`config.mk`:
```
export PLATFORM = sky130hd
export DESIGN_NAME = sqrt_128b_err_monitor
export DESIGN_NICKNAME = d
export VERILOG_FILES = /design/src/rtl/sqrt_128b_err_monitor.sv
export SDC_FILE = /design/constraint.sdc
export NUM_CORES = 2
export LEC_CHECK = 0
export BUFFER_PORTS_ARGS = -buffer_cell sky130_fd_sc_hd__buf_2
export CORE_MARGIN = 2
export CORE_UTILIZATION = 55
export CTS_CLUSTER_DIAMETER = 120
export DETAILED_ROUTE_END_ITERATION = 7
export PLACE_DENSITY = 0.76
export SKIP_CTS_REPAIR_TIMING = 1
export SYNTH_ARGS = -nofsm -noshare
export SYNTH_HDL_FRONTEND = slang
export SYNTH_SLANG_ARGS = --single-unit
```
`constraint.sdc`:
```
create_clock -name clk -period 23.1 [get_ports clk]
set_input_delay 3.465 -clock clk [delete_from_list [all_inputs] [get_ports clk]]
set_output_delay 3.465 -clock clk [all_outputs]
set_load 0.03 [all_outputs]
```
`src/rtl/sqrt_128b_err_monitor.sv`:
```
// rtl/sqrt_128b_err_monitor.sv - scores sqrt_128b roots as OK/LOW/HIGH with saturating statistics
module sqrt_128b_err_monitor #(
    parameter int XW = 128,
    parameter int RW = 64,
    parameter int CW = 32
) (
    input  logic          clk,
    input  logic          rst,
    input  logic          in_valid,
    output logic          in_ready,
    input  logic [XW-1:0] x,
    input  logic [RW-1:0] r,
    output logic          res_valid,
    input  logic          res_ready,
    output logic          res_ok,
    output logic          res_low,
    output logic          res_high,
    input  logic          clear,
    output logic [CW-1:0] cnt_total,
    output logic [CW-1:0] cnt_low,
    output logic [CW-1:0] cnt_high
);
    localparam int BW = $clog2(RW);

    typedef enum logic [1:0] {S_IDLE, S_MUL, S_CMP, S_DONE} state_t;

    state_t          state_q, state_d;
    logic [XW-1:0]   x_q;
    logic [RW-1:0]   r_q;
    logic [XW-1:0]   mcand_q;
    logic [RW-1:0]   mplier_q;
    logic [XW-1:0]   acc_q;
    logic [BW-1:0]   bitcnt_q;
    logic            res_valid_q, res_ok_q, res_low_q, res_high_q;
    logic [CW-1:0]   cnt_total_q, cnt_low_q, cnt_high_q;

    logic            mul_last;
    logic [XW-1:0]   rem;
    logic [XW-1:0]   two_r;
    logic            cmp_low, cmp_high;

    assign mul_last = (bitcnt_q == BW'(RW - 1));

    // acc holds r*r in CMP; rem is only meaningful when acc <= x
    assign rem      = x_q - acc_q;
    assign two_r    = XW'({r_q, 1'b0});
    assign cmp_low  = (acc_q > x_q);
    assign cmp_high = !cmp_low && (rem > two_r);

    assign in_ready  = (state_q == S_IDLE);
    assign res_valid = res_valid_q;
    assign res_ok    = res_ok_q;
    assign res_low   = res_low_q;
    assign res_high  = res_high_q;
    assign cnt_total = cnt_total_q;
    assign cnt_low   = cnt_low_q;
    assign cnt_high  = cnt_high_q;

    // state register
    always_ff @(posedge clk or posedge rst) begin
        if (rst) state_q <= S_IDLE;
        else     state_q <= state_d;
    end

    // next-state: accept, RW multiply steps, one compare cycle, wait for consumer
    always_comb begin
        state_d = state_q;
        case (state_q)
            S_IDLE:  if (in_valid)  state_d = S_MUL;
            S_MUL:   if (mul_last)  state_d = S_CMP;
            S_CMP:                  state_d = S_DONE;
            S_DONE:  if (res_ready) state_d = S_IDLE;
            default:                state_d = S_IDLE;
        endcase
    end

    // operand capture, shift-add multiply and verdict registers
    always_ff @(posedge clk or posedge rst) begin
        if (rst) begin
            x_q         <= '0;
            r_q         <= '0;
            mcand_q     <= '0;
            mplier_q    <= '0;
            acc_q       <= '0;
            bitcnt_q    <= '0;
            res_valid_q <= 1'b0;
            res_ok_q    <= 1'b0;
            res_low_q   <= 1'b0;
            res_high_q  <= 1'b0;
        end else begin
            case (state_q)
                S_IDLE: begin
                    if (in_valid) begin
                        x_q      <= x;
                        r_q      <= r;
                        mcand_q  <= XW'(r);
                        mplier_q <= r;
                        acc_q    <= '0;
                        bitcnt_q <= '0;
                    end
                end
                S_MUL: begin
                    if (mplier_q[0]) acc_q <= acc_q + mcand_q;
                    mcand_q  <= mcand_q << 1;
                    mplier_q <= mplier_q >> 1;
                    bitcnt_q <= bitcnt_q + BW'(1);
                end
                S_CMP: begin
                    res_valid_q <= 1'b1;
                    res_low_q   <= cmp_low;
                    res_high_q  <= cmp_high;
                    res_ok_q    <= !cmp_low && !cmp_high;
                end
                S_DONE: begin
                    if (res_ready) begin
                        res_valid_q <= 1'b0;
                        res_ok_q    <= 1'b0;
                        res_low_q   <= 1'b0;
                        res_high_q  <= 1'b0;
                    end
                end
                default: ;
            endcase
        end
    end

    // saturating statistics; clear overrides a same-cycle update
    always_ff @(posedge clk or posedge rst) begin
        if (rst) begin
            cnt_total_q <= '0;
            cnt_low_q   <= '0;
            cnt_high_q  <= '0;
        end else if (clear) begin
            cnt_total_q <= '0;
            cnt_low_q   <= '0;
            cnt_high_q  <= '0;
        end else if (state_q == S_CMP) begin
            if (cnt_total_q != '1)            cnt_total_q <= cnt_total_q + CW'(1);
            if (cmp_low  && cnt_low_q  != '1) cnt_low_q   <= cnt_low_q + CW'(1);
            if (cmp_high && cnt_high_q != '1) cnt_high_q  <= cnt_high_q + CW'(1);
        end
    end

endmodule

```
==> key figures <==
Status
  • Outcome: completed

Yosys
  • Top-area cell type share of the netlist area: a little over a third
  • Cell taking the most area after synthesis: dfrtp_1
  • Synth top area cells: dfrtp_1 36%, ha_1 9.5%, a21oi_1 6.0%, o21ai_0 5.7%, mux2_2 5.1%
  • Synthesized Nets: roughly 5500
  • Register bit total from synthesis: a little over 600
  • Synthesis warning total: 0
  • Most used DFF post-synth: dfrtp_1
  • Synth cell types: 91
  • Synth top cells by count: 620 x dfrtp_1, 558 x nand2_1, 520 x a21oi_1
  • Cell count after synthesis: about 5000
  • Sequential element share of the synthesized area: between 30% and 40%
  • Syn Std Cell Area: 43000 sq um
  • Asr flop ratio synth: 100%
  • Number of synthesized flops with an enable pin: 0
  • Most frequent cell after synthesis: dfrtp_1
  • Post-Syn Area per Cell: between 8 and 9 sq um

Drt
  • Wire length on met1: around 58 mm
  • # DRC: 0
  • Routed wire length: between 100 and 150 mm
  • Drt pass-1 iters: 6
  • Initial DRC count: roughly 3700
  • Top sig layer: met4
  • Met2 routed WL: a little under 60 mm
  • Post-route ant nets: 0
  • Routed vias: about 39000
  • Vias/cell: just over 6
  • Routed WL per cell: around 21 um
  • WL met3: about 9.5 mm

Worst setup path
  • Worst R2R Setup Slack: 14.58 ns
  • CP Max Fanout: 43
  • WP data required: between 20 and 25 ns
  • CP max-delay cell: or4b_1
  • Startpoint types: flop
  • Worst stage delay on the critical path: ~0.66 ns
  • Crit end category: flop
  • Crit path kind: reg -> reg
  • CP arrival: roughly 9 ns

Global route
  • Total grt overflow: 0
  • Pin count of the biggest net entering global routing: between 200 and 300
  • Antenna violations before repair: 9
  • First-pass GRT wire length: ~210 mm
  • Vias in the first global route: around 37000
  • GRT Resource Usage Total: approximately a third

STA
  • Max transition margin: around 4.8%
  • Final period utilization: a little under two fifths
  • F_max: roughly 120 MHz
  • Worst clock skew: around 0.042 ns
  • Hold Fails Final Rpt: 0
  • Slew Viols, Final: 0
  • Minimum clock period: approximately 8.5 ns
  • Setup TNS: 0 ns
  • Slew @ Worst Pin: 1.43 ns
  • Finish-stage setup viols: 0
  • RSZ-0062 raised after global routing: no

Clocking
  • CTS root buf: clkbuf_16
  • Clock sink count: 620
  • Clk slew on worst S/H paths: 0.06 ns
  • CTS Buffer Depth: 3
  • H-tree depth: 3
  • Worst-Skew Late Latency: about 0.66 ns
  • Number of buffers created by CTS: 72
  • CTS tree: done

Placement
  • GP Congestion: between 0.9 and 1
  • DP Cell Count: around 6100
  • Final HPWL from detailed placement: 99.8 mm
  • Port bufs: approximately 300

Layout
  • Nets: between 5000 and 6000
  • Final cell count without fillers: around 6300
  • Area Growth Syn to Fin: 10.9%
  • Fraction of layout instances using a drive strength above 1: around 14%

Floorplan
  • Die Span Y: between 200 and 300 um
  • Top Ports: roughly 300
  • Die width: approximately 280 um
  • Initial Util: 55.5%
  • Die Area: between 80000 and 90000 sq um
  • Core ar.: around 77000 sq um
  • # rows: a little over 100

Pwr
  • Total power divided by cell area: 49.2 nW/um^2
  • Lkg Pwr: around 23 nW
  • Peak VDD IR: a little under 60 uV

Min path
  • Worst hold path type: reg -> reg

Run
  • Max-cap violations: 0
-- final cells by class --
| class | instances | area [sq um] |
|---|---|---|
| fill | 6829 | 29700 |
| timing repair buffer | 327 | 1740 |
| clock buffer | 97 | 2040 |
| multi-input combinational | 3856 | 25500 |
| sequential | 620 | 15500 |
| antenna | 9 | 22.5 |
| inverter | 293 | 1110 |
| tap | 1040 | 1300 |
| clock inverter | 31 | 497 |
-- per-stage QoR --
| stage | setup slack (ns) | total power, mW | util [%] | hold slack (ns) | instance area, sq um |
|---|---|---|---|---|---|
| final | 14.58 | 2.35 | 61.6 | 0.480 | 47700 |
| after global routing | 13.96 | 2.41 | 61.6 | 0.500 | 47700 |
| after CTS | 14.74 | 2.36 | 61.6 | 0.484 | 47700 |
| after detailed placement | 14.80 | 1.16 | 58.3 | 0.470 | 45200 |
| after global placement | 15.12 | 1.16 | 58.3 | 0.463 | 45200 |
| after floorplan | 2.27 | 1.13 | - | 0.450 | 43000 |
-- metal layers --
layer  track usage (%)  up-vias
met5                 0        -
met4              10.5        0
met3              4.38      249
met2              49.9     1463
met1              45.6    18900
li1                  -    18300
-- sequential cells by signal (all words and copies together), names as in the netlist --
register   flops
acc_q        128
bitcnt_q       6
cnt_high      32
cnt_low       32
cnt_total     32
mcand_q      128
mplier_q      64
r_q           64
res_high       1
res_low        1
res_ok         1
res_valid      1
state_q        2
x_q          128
-- power by group --
group                switching (mW)  total, mW  internal (mW)
Clock                         0.502       1.21          0.709
Sequential     0.000000000000000322       1.09           1.09
Combinational                0.0353     0.0499         0.0146
-- logic make-up (layout without fill, tap and decap cells) --
family          Yosys count  after routing  share of synthesized area (%)
simple gates           1449           1449                           16.0
xor+xnor                283            283                           5.76
other cells               0              9                              0
compound gates         1595           1595                           22.6
fa+ha+maj               329            329                           9.60
mux                     200            200                           5.22
flops                   620            620                           36.1
buf+inv                 531            748                           4.79
-- critical path, delay by kind of cell, from the launching register on --
kind / cells / cell delay [ns]
AND/OR/NAND/NOR: 15 / 4.93
buffers and inverters: 2 / 0.44
XOR/XNOR: 1 / 0.10
adder cells (fa/ha/maj): 3 / 0.74
flip-flops: 1 / 0.40
AO/OA/AOI/OAI: 8 / 1.72
-- layout by cell type (no fill, tap or decap), drive strengths merged, types with 21 or more instances in the layout --
cell type / synthesis / final
nor3: 71 / 71
a31oi: 45 / 45
a21o: 142 / 142
buf: 19 / 327
o31ai: 36 / 36
inv: 293 / 295
nand4: 133 / 133
o211ai: 21 / 21
o21ai: 497 / 497
dfrtp: 620 / 620
nor2b: 82 / 82
nor4: 25 / 25
a22o: 75 / 75
xor2: 138 / 138
a21oi: 539 / 539
clkbuf: 219 / 97
a211oi: 23 / 23
nand2: 559 / 559
mux2: 194 / 194
or3: 32 / 32
and3: 27 / 27
nand3: 87 / 87
or4: 24 / 24
nand2b: 37 / 37
xnor2: 145 / 145
o21bai: 65 / 65
ha: 327 / 327
nor2: 300 / 300
o21a: 25 / 25
-- path summary, 6_finish.rpt --
| path | from | to | cells after the start |
|---|---|---|---|
| setup / recovery | acc_q[0] | cnt_high[9] | 29 |
| hold / removal | mplier_q[48] | mplier_q[48] | 2 |
| setup reg to reg | acc_q[0] | cnt_high[9] | 29 |
| hold reg to reg | mplier_q[48] | mplier_q[48] | 2 |
| max in group asynchronous | rst | mcand_q[68] | 6 |
| min in group asynchronous | rst | mplier_q[39] | 2 |
Power figures use the tool's default switching activity.
